[src/rtl/cfg_lut_pkg.sv]
// cfg_lut_pkg -- shared types and defaults for the configurable LUT.
//   cfg_state_t : fill state of the serial shadow register
//   DEF_K       : default number of select inputs
//   DEF_INIT    : default truth table loaded at reset
package cfg_lut_pkg;

   typedef enum logic [1:0] {
      EMPTY   = 2'd0,
      FILLING = 2'd1,
      FULL    = 2'd2
   } cfg_state_t;

   localparam int          DEF_K    = 4;
   localparam logic [15:0] DEF_INIT = 16'h2828;

endpackage

[src/rtl/lut_read_mux.sv]
// lut_read_mux -- K-level tree of 2:1 muxes selecting one table bit.
//   tbl : truth table, bit i is the result for sel == i
//   sel : select, sel[0] picks between adjacent table bits
//   y   : tbl[sel]
module lut_read_mux #(
   parameter int K = 4
) (
   input  logic [(2**K)-1:0] tbl,
   input  logic [K-1:0]      sel,
   output logic              y
);

   localparam int N = 2**K;

   // Level l halves the candidate vector using sel[l]; the last level
   // leaves a single bit.
   for (genvar l = 0; l < K; l++) begin : g_lvl
      localparam int W = N >> (l + 1);
      logic [2*W-1:0] src;
      logic [W-1:0]   y;
      if (l == 0) begin : g_leaf
         assign src = tbl;
      end else begin : g_node
         assign src = g_lvl[l-1].y;
      end
      for (genvar j = 0; j < W; j++) begin : g_mux
         assign y[j] = sel[l] ? src[2*j+1] : src[2*j];
      end
   end

   assign y = g_lvl[K-1].y[0];

endmodule

[src/rtl/cfg_lut.sv]
// cfg_lut -- K-input LUT with serially loaded, double-buffered truth table.
//   clk, rst    : clock, synchronous active-high reset
//   in          : LUT select
//   ce          : output flop enable
//   cfg_en      : shift cfg_din into the shadow register
//   cfg_din     : serial config data, table MSB first
//   cfg_commit  : copy a full shadow register into the active table
//   cfg_dout    : registered shadow MSB (daisy chain)
//   cfg_ack     : one-cycle pulse, commit accepted
//   cfg_err     : one-cycle pulse, commit rejected
//   o_comb      : combinational table[in]
//   o           : registered (REG_OUT=1) or combinational (REG_OUT=0) output
module cfg_lut
   import cfg_lut_pkg::*;
#(
   parameter int               K       = DEF_K,
   parameter logic [(2**K)-1:0] INIT   = DEF_INIT,
   parameter bit               REG_OUT = 1'b0
) (
   input  logic         clk,
   input  logic         rst,
   input  logic [K-1:0] in,
   input  logic         ce,
   input  logic         cfg_en,
   input  logic         cfg_din,
   input  logic         cfg_commit,
   output logic         cfg_dout,
   output logic         cfg_ack,
   output logic         cfg_err,
   output logic         o_comb,
   output logic         o
);

   localparam int N  = 2**K;
   localparam int CW = K + 1;

   cfg_state_t     state, state_nx;
   logic [N-1:0]   tbl, tbl_nx;
   logic [N-1:0]   sh, sh_nx;
   logic [CW-1:0]  cnt, cnt_nx;
   logic           dout_nx;
   logic           commit_ok, commit_bad;
   logic           q;

   // Next-state logic. A shift always wins over a simultaneous commit,
   // which is then reported as rejected.
   always_comb begin
      sh_nx      = sh;
      cnt_nx     = cnt;
      tbl_nx     = tbl;
      dout_nx    = cfg_dout;
      commit_ok  = 1'b0;
      commit_bad = 1'b0;
      if (cfg_en) begin
         sh_nx   = {sh[N-2:0], cfg_din};
         dout_nx = sh[N-1];
         if (cnt != CW'(N))
            cnt_nx = cnt + 1'b1;
      end
      if (cfg_commit) begin
         if (!cfg_en && state == FULL) begin
            tbl_nx    = sh;       // shadow kept: a re-commit needs N new shifts
            cnt_nx    = '0;
            commit_ok = 1'b1;
         end else begin
            commit_bad = 1'b1;
         end
      end
   end

   always_comb begin
      state_nx = FILLING;
      if (cnt_nx == '0)
         state_nx = EMPTY;
      else if (cnt_nx == CW'(N))
         state_nx = FULL;
   end

   always_ff @(posedge clk) begin
      if (rst) begin
         state    <= EMPTY;
         tbl      <= INIT;
         sh       <= '0;
         cnt      <= '0;
         cfg_dout <= 1'b0;
         cfg_ack  <= 1'b0;
         cfg_err  <= 1'b0;
         q        <= 1'b0;
      end else begin
         state    <= state_nx;
         tbl      <= tbl_nx;
         sh       <= sh_nx;
         cnt      <= cnt_nx;
         cfg_dout <= dout_nx;
         cfg_ack  <= commit_ok;
         cfg_err  <= commit_bad;
         if (ce)
            q <= o_comb;
      end
   end

   lut_read_mux #(.K(K)) u_mux (
      .tbl (tbl),
      .sel (in),
      .y   (o_comb)
   );

   assign o = REG_OUT ? q : o_comb;

endmodule

[config.mk]
export PLATFORM = sky130hd
export DESIGN_NAME = cfg_lut
export DESIGN_NICKNAME = d
export VERILOG_FILES = /design/src/rtl/cfg_lut_pkg.sv /design/src/rtl/lut_read_mux.sv /design/src/rtl/cfg_lut.sv
export SDC_FILE = /design/constraint.sdc
export NUM_CORES = 1
export LEC_CHECK = 0
export BUFFER_PORTS_ARGS = -buffer_cell sky130_fd_sc_hd__buf_4
export CORE_ASPECT_RATIO = 1.1
export CORE_MARGIN = 5
export CORE_UTILIZATION = 50
export CTS_BUF_LIST = sky130_fd_sc_hd__clkbuf_16
export CTS_CLUSTER_SIZE = 20
export DETAILED_ROUTE_END_ITERATION = 10
export PLACE_DENSITY_LB_ADDON = 0.15
export SKIP_CTS_REPAIR_TIMING = 1
export SLEW_MARGIN = 30
export SYNTH_ARGS = -nofsm -noshare
export SYNTH_HDL_FRONTEND = slang
export SYNTH_SLANG_ARGS = --single-unit
export TNS_END_PERCENT = 50
[constraint.sdc]
create_clock -name clk -period 1.9 [get_ports clk]
set_clock_uncertainty 0.05 [all_clocks]
set_input_delay 0.19 -clock clk [delete_from_list [all_inputs] [get_ports clk]]
set_output_delay 0.19 -clock clk [all_outputs]
set_load 0.02 [all_outputs]
# Yosys cells after proc, flatten, opt, wreduce, memory -nomap -nowiden
# Index checks and enable logic that the tools add are counted.
# W data, S select, Z words.
dict set report totals {
  register_bits 42
  latch_bits 0
  ramBits 0
  rom_bits 0
  input_bits 10
  out_inout_bits 5
  word_cells 40
  n_memories 0
}
dict set report classes {
  n_addsub 1
  mul 0
  n_div 0
  magnitude_cmp 0
  eq_ne 3
  shift 0
  n_mux 22
  bitwise 1
  reduce_logical 6
}
# op n
set op_table {}
lappend op_table {{$mux W5} 4}
lappend op_table {{$mux W1} 17}
lappend op_table {{$add A5 B1 Y5 const B} 1}
lappend op_table {{$eq A5 B5 Y1 const B} 1}
lappend op_table {{$logic_not A5 Y1} 1}
lappend op_table {{$ne A5 B5 Y1 const B} 1}
lappend op_table {{$reduce_or A2 Y1} 2}
lappend op_table {{$eq A2 B2 Y1 const B} 1}
lappend op_table {{$mux W2} 1}
lappend op_table {{$reduce_and A2 Y1} 1}
lappend op_table {{$logic_and A1 B1 Y1} 1}
lappend op_table {{$logic_not A1 Y1} 1}
lappend op_table {{$not A1 Y1} 1}

# Logic depth before layout (Yosys ltp)
# Gate-level depths: netlist of run 1.
dict set report depth {
  ltp_word 7
  mapped_depth 7
  mapped_depth_nobuf 6
}

# Hierarchy
# A second synthesis of run 1 with hierarchy kept.
dict set report hier_totals {
  cells_unflattened 177
  area_unflattened_um2 1735.4
}
# module n_inst cells_per_inst area_per_inst_um2
set by_module_without_submodules {}
lappend by_module_without_submodules {cfg_lut 1 170 1600.3}
lappend by_module_without_submodules {lut_read_mux 1 7 135.1}

# Least setup slack after synthesis of run 1
# OpenSTA, ideal clock, no wires.
dict set report synth_path {
  kind {register to output}
  start {register tbl[3]}
  end {output port o_comb}
  arrival_ns 1.403
  path_slack_ns 0.257
  stages_incl_launch_ff 6
  path_buffers 1
  path_cell_list {dfxtp_1 -> mux4_2 -> nor2b_1 -> a211oi_1 -> a21oi_1 -> buf_4}
}
dict set report synth_via {
  elab_chain_len 4
}
# element line_no
set synth_rtl {}
lappend synth_rtl {{from (decl)} cfg_lut.sv:38} ;# logic [N-1:0] tbl, tbl_nx;
lappend synth_rtl {{from (signal assigned)} cfg_lut.sv:91} ;# tbl <= tbl_nx;
lappend synth_rtl {{$mux W1 (4 in a row)} lut_read_mux.sv:27} ;# assign y[j] = sel[l] ? src[2*j+1] : src[2*j];
lappend synth_rtl {{to (decl)} cfg_lut.sv:30} ;# output logic o_comb,
# Every way passes these cells.

# Final worst setup path of run 1
dict set report layout_path {
  start {register tbl[3]}
  end {output port o}
}
dict set report layout_via {
  elab_chain_len 4
}
# element line_no
set layout_rtl {}
lappend layout_rtl {{$mux W1 (4 in a row)} lut_read_mux.sv:27}
lappend layout_rtl {{to (decl)} cfg_lut.sv:31} ;# output logic o
# Every way passes these cells.

==> summary.md, run 1 <==
| Metric | Value |
|---|---|
| Status | `finished, final reports clean` |
| Most frequent cells in the layout | `dfxtp_1 (42), nand2_1 (35), nor2_1 (23)` |
| Antenna cell count | `0` |
| Critical Path Start Type | `flip-flop` |
| First-pass GRT wire length | `5380 um` |
| Fin nets | `207` |
| Design Area, Final | `2010 um2` |
| Share of cells above drive strength 1 | `0.148` |
| Initial antenna violation count | `0` |
| Vias in the first global route | `1202` |
| DP HPWL | `2160 um` |
| Chip Height | `71.7 um` |
| Max rail drop VDD | `0.899 mV` |
| Residual DRC | `0` |
| Vias/cell | `5.10` |
| Worst slew pin tran | `418 ps` |
| Rows | `22` |
| CP arrival | `1610 ps` |
| Fraction of registers with async set/reset | `0` |
| TritonCTS clock tree | `yes` |
| Die area | `4740 um2` |
| I/O Buffers | `13` |
| Overflow after GRT | `0` |
| CTS Buf Count | `5` |
| Pwr dens | `968 nW/um2` |
| CP Max Fanout | `2` |
| H-Tree Depth | `2` |
| Total GRT Usage | `0.150` |
| Wire length per cell | `12.7 um` |
| Most common cell after layout, fill and taps aside | `dfxtp_1` |
| LEAKAGE | `0.000815 uW` |
| Fin cells | `244` |
| Post-route clock period utilization | `0.974` |
| Critical path type | `reg2out` |
| Layout Area Growth over Synthesis | `16.3%` |
| CTS sink count | `42` |
| Router iterations before antenna repair | `4` |
| WHS | `98.4 ps` |
| Fmax | `0.540 GHz` |
| Max transition margin | `0.718` |
| Clk slew on worst S/H paths | `60 ps` |
| DRT Wirelength | `3100 um` |
| Max cap viols | `0` |
| Final Slew Violations | `0` |
| CTS root buffer | `clkbuf_16` |
| Worst hold path class | `in2reg` |
| Layout Utilization | `0.604` |
| Clk buf depth | `2` |
| Routed Antenna Nets | `0` |
| Share of the synthesized area in the top cell type | `0.486` |
| Worst setup EP type | `primary output` |
| Primary FF master, synth | `dfxtp_1` |
| Io pins | `15` |
| Synthesized Nets | `196` |
| Synth unique cells | `31` |
| Post-synth EDFFs | `0` |
| Synth Cell Area | `1730 um2` |
| Mapped Cells | `184` |
| Core Area | `3330 um2` |
| Critical Path RT | `1660 ps` |
| DP Cell Count | `236` |
| RSZ-0062 raised after global routing | `no` |
| Via count | `1244` |
| Flops & latches, synth | `42` |
| Yosys top cell by area | `dfxtp_1` |
| Final Hold Fails | `0` |
| Ys Warns | `0` |
| Dominant cells by area after synthesis | `dfxtp_1 (49%), mux2i_1 (11%), nand2_1 (7.6%)` |
| Fin Setup TNS | `0 ps` |
| Initial core utilization | `0.519` |
| Iteration-0 DRC Markers | `106` |
| RePlAce Congestion | `0.766` |
| DIE WIDTH | `66.1 um` |
| Setup violations, final | `0` |
| Largest net degree at the start of global routing | `38` |
| Mapped Avg Cell Area | `9.40 um2` |
| Clk Latency, worst-skew pair | `280 ps` |
| Dpl cell area | `1840 um2` |
| Seq/Total Area, Yosys | `0.486` |
| Fin crit period | `1850 ps` |
final timing paths:
check | start | endpoint | slack [ps] | depth (start not counted)
max | tbl[3] | o | 50 | 5
min | cfg_din | sh[0] | 100 | 3
max reg2reg | cnt[0] | state[1] | 240 | 6
min reg2reg | tbl[10] | tbl[10] | 410 | 2
report_power, final:
part	total (uW)	internal, uW	leakage [uW]	switching (uW)
registers	902	892	0.000340	10.1
logic	116	54.7	0.000394	61.2
clock network	928	614	0.0000812	315
logic make-up (layout without fill, tap and decap cells):
logic type / count (synthesis) / count (layout) / share of synthesized area
DFF: 42 / 42 / 0.486
and+or+nand+nor: 76 / 76 / 0.200
adders and majority gates: 2 / 2 / 0.0145
buffers and inverters: 16 / 28 / 0.0463
AOI/OAI and AO/OA: 21 / 21 / 0.0702
xor gates and xnor gates: 4 / 4 / 0.0203
muxes: 23 / 23 / 0.162
cell usage after synthesis (2+ instances only):
master	n
nand3b_1	5
mux4_2	4
ha_1	2
nand4_1	3
a21oi_1	15
xnor2_1	3
inv_1	4
clkbuf_1	5
dfxtp_1	42
buf_4	2
nor2b_1	2
nor2_1	23
buf_2	4
mux2i_1	19
nand2_1	35
state kept, by name, summed over array words and instances (netlist names):
signal	flops
sh	16
cfg_dout	1
state	2
cfg_err	1
tbl	16
cfg_ack	1
cnt	5
through the flow:
step           setup WS, ps  power [uW]
2_1_floorplan           257        1000
3_3_place_gp            287        1040
3_5_place_dp            233        1040
4_1_cts                2.60        1970
5_1_grt                6.35        2030
6_report               49.2        1950
worst max-delay path: stages (launching register included):
cell and delay (ps):
dfxtp_1 320, mux4_2 450, nor2b_1 140, a211oi_1 170
a21oi_1 90, buf_4 160
final cells by class:
cell class / instances / area [um2]
clock buffer: 5 / 125
clock inverter: 3 / 41.3
fill: 281 / 1320
inverter: 4 / 15.0
multi-input combinational: 126 / 808
sequential: 42 / 841
tap: 48 / 60.1
timing repair buffer: 16 / 120
per-layer routing:
layer	vias to the layer above	routed length [um]	GRT usage	share of wire
met3	4	113	0.0502	0.036
li1	641	-	-	-
met4	0	55	0.0609	0.018
met2	17	1550	0.249	0.50
met1	582	1380	0.175	0.44
met5	-	0	0	0
(Power assumes the default switching activity.)
==> run 2: changes to the inputs <==
--- a/config.mk
+++ b/config.mk
@@ -13,6 +13,7 @@
 export CTS_CLUSTER_SIZE = 20
 export DETAILED_ROUTE_END_ITERATION = 10
 export PLACE_DENSITY_LB_ADDON = 0.15
+export REMOVE_ABC_BUFFERS = 1
 export SKIP_CTS_REPAIR_TIMING = 1
 export SLEW_MARGIN = 30
 export SYNTH_ARGS = -nofsm -noshare
==> summary.md, run 2 (synthesis results as in run 1) <==
| Metric | Value |
|---|---|
| Critical path type | `reg2out` |
| CP arrival | `1600 ps` |
| H-Tree Depth | `2` |
| Largest net degree at the start of global routing | `25` |
| Fin crit period | `1840 ps` |
| PnR Total Power | `1810 uW` |
| DP HPWL | `2240 um` |
| Met3 Resource Use GR | `0.0486` |
| CTS sink count | `42` |
| Fin Setup TNS | `0 ps` |
| Via count | `1279` |
| Iteration-0 DRC Markers | `43` |
| Io pins | `15` |
| Hold depth | `3` |
| Pwr dens | `904 nW/um2` |
| Worst setup EP type | `primary output` |
| LEAKAGE | `0.000813 uW` |
| Clk Latency, worst-skew pair | `280 ps` |
| Fillers | `286` |
| CTS root buffer | `clkbuf_16` |
| TritonCTS clock tree | `yes` |
| Initial antenna violation count | `0` |
| I/O Buffers | `13` |
| Status | `finished, final reports clean` |
| DIE WIDTH | `66.1 um` |
| Most common cell after layout, fill and taps aside | `dfxtp_1` |
| Post-route clock period utilization | `0.967` |
| DRT Wirelength | `3160 um` |
| Worst hold path class | `in2reg` |
| Clk slew on worst S/H paths | `60 ps` |
| Top Usage Layer GRT | `met2` |
| Max rail drop VDD | `0.556 mV` |
| Hold_sp | `cfg_din` |
| Max transition margin | `0.722` |
| Fin nets | `208` |
| Met2 usage | `0.239` |
| Chip Height | `71.7 um` |
| First-pass GRT wire length | `5310 um` |
| Worst R2R Start | `cnt[0]` |
| Wire length per cell | `12.9 um` |
| Critical Path RT | `1660 ps` |
| WHS | `104 ps` |
| Rows | `22` |
| CP Max Fanout | `2` |
| Residual DRC | `0` |
| RSZ-0062 raised after global routing | `no` |
| Clk buf depth | `2` |
| Largest regs | `sh (16), tbl (16), cnt (5)` |
| Critical Path Start Type | `flip-flop` |
| Fmax | `0.544 GHz` |
| R2R Setup Slk | `240 ps` |
| Worst Hold End | `sh[0]` |
| RePlAce Congestion | `0.820` |
| Setup violations, final | `0` |
| Antenna cell count | `0` |
| Overflow after GRT | `0` |
| Final Hold Fails | `0` |
| FF-to-FF path depth | `6` |
| Dpl cell area | `1850 um2` |
| Met1 GRT Util | `0.169` |
| Initial core utilization | `0.519` |
| Vias/cell | `5.22` |
| CP startpoint | `tbl[3]` |
| Design Area, Final | `2000 um2` |
| Core Area | `3330 um2` |
| Router iterations before antenna repair | `4` |
| R2r endpoint | `state[1]` |
| Final Slew Violations | `0` |
| Total GRT Usage | `0.147` |
| Worst slew pin tran | `412 ps` |
| Most frequent cells in the layout | `dfxtp_1 (42), nand2_1 (35), nor2_1 (23)` |
| Max cap viols | `0` |
| Share of cells above drive strength 1 | `0.157` |
| Routed Antenna Nets | `0` |
| Layout Area Growth over Synthesis | `15.6%` |
| Die area | `4740 um2` |
| Vias in the first global route | `1231` |
| CTS Buf Count | `5` |
-- run 2: layout make-up --
cell class              count  area (um2)  area share
clock buffers               5         125      0.0626
inverters                   4        15.0     0.00751
clock inverters             3        12.5     0.00626
multi-input cells         126         817       0.409
flip-flops and latches     42         841       0.421
repair buffers             17         128      0.0639
well taps                  48        60.1      0.0301
-- run 2: routing by layer --
layer / vias to the layer above / part of all wire
met1: 608 / 0.45
met5: - / 0
met4: 0 / 0.027
met3: 8 / 0.039
li1: 645 / -
met2: 18 / 0.48
-- run 2: metrics by stage --
stage | instances | worst slack (ps) | util
finish | 245 | 61.8 | 0.600
global placement | 237 | 241 | 0.556
floorplan | 172 | 351 | -
global route | 245 | 12.2 | 0.600
detailed placement | 237 | 237 | 0.556
CTS | 245 | -10.9 | 0.597
-- run 2: worst max-delay path: stages, from the launching register on --
cell and delay (ps):
dfxtp_1 310, mux4_2 470, nor2b_1 160, a211oi_2 160, a21oi_2 60, buf_4 160
-- run 2: power breakdown --
group,switching [uW],internal [uW]
clock,309,474
combinational,64.3,58.5
sequential,9.49,892
total,383,1420
-- run 2: worst max path at each step --
stage | slack, ps | endpoint | depth (start not counted)
final | 60 | o_comb | 5
after global routing | 10 | o_comb | 5
after CTS | -10 | o_comb | 5
after detailed placement | 240 | o_comb | 6
after global placement | 240 | o | 6
after floorplan | 350 | o | 4
